<file path="src/rtl/riscv_lsu_pkg.sv">
// Shared types and lane helpers for the load/store unit.
// Sizes follow the funct3[1:0] encoding; size 3 is always treated as illegal.
package riscv_lsu_pkg;

    typedef enum logic [1:0] {
        SZ_B = 2'd0,
        SZ_H = 2'd1,
        SZ_W = 2'd2
    } lsu_size_e;

    typedef enum logic [1:0] {
        IDLE   = 2'd0,
        ACCESS = 2'd1,
        LWAIT  = 2'd2,
        RESP   = 2'd3
    } lsu_state_e;

    function automatic logic misaligned(input logic [1:0] size, input logic [1:0] off);
        case (size)
            SZ_B:    misaligned = 1'b0;
            SZ_H:    misaligned = off[0];
            SZ_W:    misaligned = (off != 2'b00);
            default: misaligned = 1'b1;
        endcase
    endfunction

    function automatic logic [3:0] wstrb_gen(input logic [1:0] size, input logic [1:0] off);
        case (size)
            SZ_B:    wstrb_gen = 4'b0001 << off;
            SZ_H:    wstrb_gen = off[1] ? 4'b1100 : 4'b0011;
            SZ_W:    wstrb_gen = 4'b1111;
            default: wstrb_gen = 4'b0000;
        endcase
    endfunction

    // Replicating across lanes lets the strobes alone select the target bytes.
    function automatic logic [31:0] wdata_rep(input logic [1:0] size, input logic [31:0] d);
        case (size)
            SZ_B:    wdata_rep = {4{d[7:0]}};
            SZ_H:    wdata_rep = {2{d[15:0]}};
            default: wdata_rep = d;
        endcase
    endfunction

endpackage

</file>
<file path="src/rtl/riscv_lsu_extract.sv">
// Selects the addressed lane of a memory word and sign/zero-extends it.
// Purely combinational so the fetch side can share it.
module riscv_lsu_extract
    import riscv_lsu_pkg::*;
(
    input  logic [31:0] mem_rdata,
    input  logic [1:0]  off,
    input  logic [1:0]  size,
    input  logic        is_unsigned,
    output logic [31:0] rdata
);

    logic [31:0] lane;

    always_comb begin
        lane = mem_rdata >> {off, 3'b000};
        case (size)
            SZ_B:    rdata = {{24{~is_unsigned & lane[7]}}, lane[7:0]};
            SZ_H:    rdata = {{16{~is_unsigned & lane[15]}}, lane[15:0]};
            default: rdata = lane;
        endcase
    end

endmodule

</file>
<file path="src/rtl/riscv_lsu.sv">
// Data-side load/store initiator: one request at a time onto a single-port
// word bus with one-cycle read latency; misaligned requests never reach memory.
module riscv_lsu
    import riscv_lsu_pkg::*;
#(
    parameter int ADDR_W = 32
) (
    input  logic              clk,
    input  logic              rstn,
    input  logic              req_valid,
    output logic              req_ready,
    input  logic              req_we,
    input  logic [1:0]        req_size,
    input  logic              req_unsigned,
    input  logic [ADDR_W-1:0] req_addr,
    input  logic [31:0]       req_wdata,
    output logic              rsp_valid,
    output logic              rsp_err,
    output logic [31:0]       rsp_rdata,
    output logic [ADDR_W-1:0] mem_addr,
    output logic              mem_read,
    output logic [3:0]        mem_wstrb,
    output logic [31:0]       mem_wdata,
    input  logic [31:0]       mem_rdata
);

    lsu_state_e  state_reg;
    logic        we_reg;
    logic [1:0]  size_reg;
    logic [1:0]  off_reg;
    logic        uns_reg;
    logic [31:0] ext_rdata;

    riscv_lsu_extract u_extract (
        .mem_rdata   (mem_rdata),
        .off         (off_reg),
        .size        (size_reg),
        .is_unsigned (uns_reg),
        .rdata       (ext_rdata)
    );

    // req_ready is only ever high in IDLE/RESP, so a handshake implies one of those.
    always_ff @(posedge clk) begin
        if (!rstn) begin
            state_reg <= IDLE;
            req_ready <= 1'b0;
            rsp_valid <= 1'b0;
            rsp_err   <= 1'b0;
            rsp_rdata <= 32'd0;
            mem_addr  <= '0;
            mem_read  <= 1'b0;
            mem_wstrb <= 4'b0000;
            mem_wdata <= 32'd0;
            we_reg    <= 1'b0;
            size_reg  <= 2'd0;
            off_reg   <= 2'd0;
            uns_reg   <= 1'b0;
        end else if (req_valid && req_ready) begin
            we_reg    <= req_we;
            size_reg  <= req_size;
            off_reg   <= req_addr[1:0];
            uns_reg   <= req_unsigned;
            rsp_rdata <= 32'd0;
            if (misaligned(req_size, req_addr[1:0])) begin
                state_reg <= RESP;
                req_ready <= 1'b1;
                rsp_valid <= 1'b1;
                rsp_err   <= 1'b1;
                mem_read  <= 1'b0;
                mem_wstrb <= 4'b0000;
            end else begin
                state_reg <= ACCESS;
                req_ready <= 1'b0;
                rsp_valid <= 1'b0;
                rsp_err   <= 1'b0;
                mem_addr  <= {req_addr[ADDR_W-1:2], 2'b00};
                mem_wdata <= wdata_rep(req_size, req_wdata);
                mem_read  <= ~req_we;
                mem_wstrb <= req_we ? wstrb_gen(req_size, req_addr[1:0]) : 4'b0000;
            end
        end else begin
            case (state_reg)
                IDLE: begin
                    req_ready <= 1'b1;
                end
                ACCESS: begin
                    mem_read  <= 1'b0;
                    mem_wstrb <= 4'b0000;
                    if (we_reg) begin
                        state_reg <= RESP;
                        rsp_valid <= 1'b1;
                        req_ready <= 1'b1;
                    end else begin
                        state_reg <= LWAIT;
                    end
                end
                LWAIT: begin
                    rsp_rdata <= ext_rdata;
                    state_reg <= RESP;
                    rsp_valid <= 1'b1;
                    req_ready <= 1'b1;
                end
                RESP: begin
                    state_reg <= IDLE;
                    rsp_valid <= 1'b0;
                    rsp_err   <= 1'b0;
                    req_ready <= 1'b1;
                end
            endcase
        end
    end

endmodule

</file>
<file path="config.mk">
export PLATFORM = sky130hd
export DESIGN_NAME = riscv_lsu
export DESIGN_NICKNAME = d
export VERILOG_FILES = /design/src/rtl/riscv_lsu_pkg.sv /design/src/rtl/riscv_lsu_extract.sv /design/src/rtl/riscv_lsu.sv
export SDC_FILE = /design/constraint.sdc
export NUM_CORES = 1
export LEC_CHECK = 0
export CORE_UTILIZATION = 45
export DETAILED_ROUTE_END_ITERATION = 6
export GPL_ROUTABILITY_DRIVEN = 0
export GPL_TIMING_DRIVEN = 0
export PLACE_DENSITY = 0.82
export SETUP_SLACK_MARGIN = 0.2
export SYNTH_ARGS = -nofsm -noshare
export SYNTH_HDL_FRONTEND = slang
export SYNTH_SLANG_ARGS = --single-unit
</file>
<file path="constraint.sdc">
create_clock -name clk -period 2.71 [get_ports clk]
set_input_delay 0.813 -clock clk [delete_from_list [all_inputs] [get_ports clk]]
set_output_delay 0.813 -clock clk [all_outputs]
set_load 0.01 [all_outputs]
</file>
# Yosys cells after proc, flatten, opt, wreduce, memory -nomap -nowiden
# Cells that the tools add are included.
[op_classes]
n_eq_ne = 7
shift = 2
muxes = 26
n_bitwise = 6
reduce_logical = 12
[ops]
columns = ["cell", "n"]
rows = [
  ["case mux 32 bit (2 select lines)", 2],
  ["right shift 32 x 5 -> 32 bit", 1],
  ["2-to-1 mux 4 bit", 5],
  ["2-to-1 mux 1 bit", 12],
  ["case mux 4 bit (3 select lines)", 1],
  ["== test 2 x 1 -> 1 bit, second input constant", 3],
  ["== test 2 bit, second input constant", 3],
  ["logical NOT 2 bit", 3],
  ["case mux 1 bit (3 select lines)", 2],
  ["case mux 2 bit (3 select lines)", 1],
  ["nonzero test 2 bit", 3],
  ["2-to-1 mux 2 bit", 2],
  ["NOT 1 bit", 4],
  ["AND reduction 2 bit", 2],
  ["nonzero test 4 bit", 1],
  ["<< shifter 1 x 2 -> 4 bit, first input constant", 1],
  ["inequality test 3 bit, second input constant", 1],
  ["OR reduction 3 bit", 1],
  ["bitwise AND 1 bit", 2],
  ["case mux 1 bit (2 select lines)", 1],
  ["OR reduction 2 bit", 1],
  ["logical AND 1 bit", 1],
]
[word_totals]
register_bits = 110

# Logic depth before layout (Yosys ltp)
[logic_depth]
depth_word = 6
depth_mapped = 7
mapped_depth_nobuf = 4

# Modules after synthesis
# A second synthesis with hierarchy kept.
[hier_totals]
hier_cells = 634
hier_area_um2 = 5435.2
[by_module_without_submodules]
columns = ["mod", "n_inst", "cells_per_inst", "area_per_inst_um2", "seq_area_each_um2"]
rows = [
  ["riscv_lsu", 1, 531, 4667.0, 2202.1],
  ["riscv_lsu_extract", 1, 103, 768.2, 0.0],
]

# Worst setup path after synthesis
# OpenSTA, ideal clock, no wires.
[synth_path]
path_kind = "input port to flip-flop"
start = "in req_addr[0]"
end = "reg mem_wdata[10]"
arrival_ns = 1.812
setup_slack_ns = 0.782
path_stages = 7
n_path_buf = 3
path_cell_list = "clkbuf_2 nor3_2 o21a_1 buf_2 buf_2 nand3_1 o211a_1"
[synth_via]
elab_chain_len = 6
[synth_rtl]
columns = ["item", "line_no", "source"]
rows = [
  ["from (decl)", "riscv_lsu.sv:15", "input logic [ADDR_W-1:0] req_addr,"],
  ["nonzero test 2 bit", "riscv_lsu_pkg.sv:22", "SZ_W: misaligned = (off != 2'b00);"],
  ["case mux 1 bit (3 select lines) *", "riscv_lsu_pkg.sv:19", "case (size)"],
  ["2-to-1 mux 1 bit *", "riscv_lsu.sv:58", "end else if (req_valid && req_ready) begin"],
  ["2-to-1 mux 1 bit *", "riscv_lsu.sv:44", "if (!rstn) begin"],
  ["NOT 1 bit (no source line) *", "n/a", ""],
  ["AND reduction 2 bit (no source line) *", "n/a", ""],
  ["to (signal assigned)", "riscv_lsu.sv:77", "mem_wdata <= wdata_rep(req_size, req_wdata);"],
  ["to (decl)", "riscv_lsu.sv:23", "output logic [31:0] mem_wdata,"],
]
# Mark *: on every way between the ends. The rest lies on a longest branch, timed or not. The select of a mux whose other input is x is not followed.
# A chain may end at the register's enable or synchronous reset.

# Final worst setup path
[layout_path]
start = "in req_addr[1]"
end = "reg mem_wdata[15]"
[layout_via]
elab_chain_len = 6
[layout_rtl]
columns = ["item", "line_no"]
rows = [
  ["nonzero test 2 bit", "riscv_lsu_pkg.sv:22"],
  ["case mux 1 bit (3 select lines)", "riscv_lsu_pkg.sv:19"],
  ["2-to-1 mux 1 bit", "riscv_lsu.sv:58"],
  ["2-to-1 mux 1 bit", "riscv_lsu.sv:44"],
  ["NOT 1 bit (no source line)", "n/a"],
  ["AND reduction 2 bit (no source line)", "n/a"],
]
# No other way between the ends. The select of a mux whose other input is x is not followed.

==> run metrics <==
die height=106.5 um; mapped cell area=0.004910 mm^2; Seq/Total Area, Yosys=44.85%; Site Rows=37; Synth Area in Compound Gates=19.14%; Leak=2.954 nW; Logic pwr share=approximately 22%; drt pass-1 iters=5; clock power share=29.4%; highest clock rate=438.0 MHz; Switching Share=28.35%; CP arrival=2.56 ns; WL met3=approximately 1800 um; biggest regs=mem_wdata: 32 flops, rsp_rdata: 32 flops, mem_addr: 30 flops; Top FF cell, synth=dfxtp_1; Max VDD drop=343.0 uV; Synth Area in XOR/XNOR=0.1784%; Syn-to-layout area delta=48.50%; Synth Area in Simple Gates=a little over a fifth; Design Power=3.582 mW; IO Pins=roughly 210; Worst R2R Path Depth=5; Nets=about 900; vias in the first global route=5044; hold path depth=2; fin crit period=between 2 and 2.5 ns; post-route insts no fill=936; Final Hold Fails=0; CP Max Fanout=10; P_sw=1.015 mW; Cells after Synth=584; worst slew pin tran=a little over 0.7 ns; # DRC=0; Root Driver=clkbuf_8; # diodes=0; Post-Route WL=about 16000 um; main combinational cell family by area after synthesis=simple AND/OR/NAND/NOR gates; critical path start-end classification=in2reg; Flop pwr share=49.2%; Final setup violation count=0; DIE WIDTH=approximately 110 um; Core Area=0.01046 mm^2; die area=about 0.011 mm^2; Synthesis Warnings=0; number of enable flip-flop cells after synthesis=0; H-tree depth=3; Cell variety after synth=46; Internal=2.566 mW; Clock Skew=0.01042 ns; GRT Residual Overflow=0; CP endpoint kind=flip-flop; top routing layer in use=met4; clk sink count=110; Worst-Skew Late Latency=0.37 ns; largest net degree at the start of global routing=19; cts bufs inserted=9; initial antenna violation count=0; Initial Util=46.93%; Worst setup SP type=input port; status=completed; Core Util, Final=69.68%; Buffers on Ports=200; max cap viols=0; clk slew on worst S/H paths=0.11 ns; CTS tree=done; DRT met1 WL=slightly above 6000 um; Power Dens Cells=around 500 mW/mm^2; unrepaired setup endpoints after global routing=no; required time worst endpoint=2.99 ns; Slew Viols, Final=0; classification of the worst-slack hold path=reg2reg; met2 WL post-DR=7750 um; mux share of post-synthesis cell area=8.792%; Slew HR=roughly half; Final ANT Viol Nets=0; wire length per cell=17.22 um; vias=5147; ys async rst share=0%; Tot GR Track Use=27.95%; final period utilization=84.24%; TNS Setup=0 ns; Max Root-Sink Buffers=2; first-pass GRT wire length=24980 um; drt via density=between 5 and 6; placed cells=921; share of post-route cells with drive strength above 1=around 6.9%; post-CTS setup buffer count=0; cts hold-fix bufs=0; flops & latches, synth=110; # resized after CTS=0; post-synthesis average cell area=8.407 um^2; Post-DP HPWL=12410 um; initial DRC count=about 360; Synth Area in Adders=0%
## area by class of cell
cell class	count	area, um^2
fillers	859	3172
multi-input cells	419	2450
flip-flops and latches	110	2202
repair buffers	200	2002
plain buffers	52	246.5
well taps	136	170.2
clock buffers	10	137.6
clock inverters	5	67.56
inverters	4	15.01
## path summary, 6_finish.rpt
check / startpoint / to / slack (ns)
worst max-delay path: req_addr[1] / mem_wdata[15] / 0.43
worst min-delay path: rsp_rdata[7] / rsp_rdata[7] / 0.46
worst max register to register: state_reg[1] / rsp_rdata[1] / 0.96
worst min register to register: rsp_rdata[7] / rsp_rdata[7] / 0.46
## cell usage in the layout (no fill, tap or decap), drive strengths merged
cell / synthesis / routed
o2bb2ai: 1 / 1
mux2: 7 / 7
dfxtp: 110 / 110
xnor2: 1 / 1
o211a: 16 / 16
o2111ai: 1 / 1
a211oi: 1 / 1
nor3: 3 / 3
nand2: 112 / 112
nor2b: 6 / 6
a22oi: 1 / 1
clkbuf: 23 / 33
a21boi: 10 / 10
or3: 1 / 1
a311oi: 1 / 1
a31oi: 3 / 3
a2111o: 1 / 1
a21oi: 36 / 36
nand3: 95 / 95
nor3b: 1 / 1
bufinv: 0 / 1
conb: 1 / 2
nand3b: 2 / 2
a22o: 7 / 7
o21ai: 45 / 45
mux4: 1 / 1
inv: 3 / 5
o21a: 1 / 1
and2b: 1 / 1
mux2i: 33 / 33
nand2b: 4 / 4
buf: 29 / 29
o211ai: 16 / 16
clkdlybuf4s50: 0 / 200
nor2: 7 / 7
and2: 3 / 3
clkinv: 1 / 3
## stage by stage
stage	hold WS (ns)	area, um^2	worst slack, ns
CTS	0.4594	7291	0.4468
floorplan	0.4618	4913	0.7819
finish	0.4577	7291	0.4271
global route	0.4762	7291	0.3203
detailed placement	0.4424	7086	0.05153
global placement	0.4363	7086	0.04161
## routing by layer
layer / vias to the layer above / track usage (%)
li1: 2465 / -
met2: 271 / 49.21
met5: - / 0
met4: 0 / 10.86
met1: 2374 / 31.35
met3: 37 / 8.706
## logic make-up (layout without fill, tap and decap cells)
group                  Yosys count  in the layout
AND/OR/NAND/NOR                235            235
AO/OA/AOI/OAI                  140            140
other                            1              2
buffers and inverters           56            271
flip-flops                     110            110
multiplexers                    41             41
XOR/XNOR                         1              1
## worst max-delay path: stages
cell and delay, ns:
clkdlybuf4s50_1 0.54, nor3_2 0.32, o21a_1 0.16, buf_2 0.21, buf_2 0.25, nand3_1 0.13
o211a_1 0.14
## power by group through the flow
stage | Clock, mW | Sequential (mW) | Combinational, mW
final | 1.05 | 1.76 | 0.769
after global routing | 1.12 | 1.77 | 0.824
after CTS | 1.06 | 1.76 | 0.766
after detailed placement | 0 | 1.80 | 0.761
after global placement | 0 | 1.79 | 0.748
after floorplan | 0 | 1.83 | 0.310
## synthesized netlist by cell type (2+ instances only)
| master | count | area, um^2 |
|---|---|---|
| clkbuf_1 | 22 | 82.58 |
| a21oi_1 | 36 | 180.2 |
| buf_1 | 4 | 15.01 |
| inv_1 | 3 | 11.26 |
| o211ai_1 | 15 | 112.6 |
| a22o_1 | 7 | 61.31 |
| dfxtp_1 | 110 | 2202 |
| mux2i_1 | 33 | 330.3 |
| o211a_1 | 16 | 160.2 |
| and2_1 | 2 | 12.51 |
| a21boi_0 | 9 | 67.56 |
| nand3_1 | 95 | 475.5 |
| nor2_1 | 7 | 26.28 |
| nor2b_1 | 6 | 37.54 |
| buf_2 | 19 | 95.09 |
| nand2b_1 | 4 | 25.02 |
| a31oi_1 | 2 | 12.51 |
| nand3b_1 | 2 | 15.01 |
| nand2_1 | 111 | 416.7 |
| nor3_1 | 2 | 10.01 |
| buf_4 | 5 | 37.54 |
| o21ai_0 | 44 | 220.2 |
| mux2_2 | 7 | 78.83 |
No activity file was read; power rests on OpenSTA's default activity.
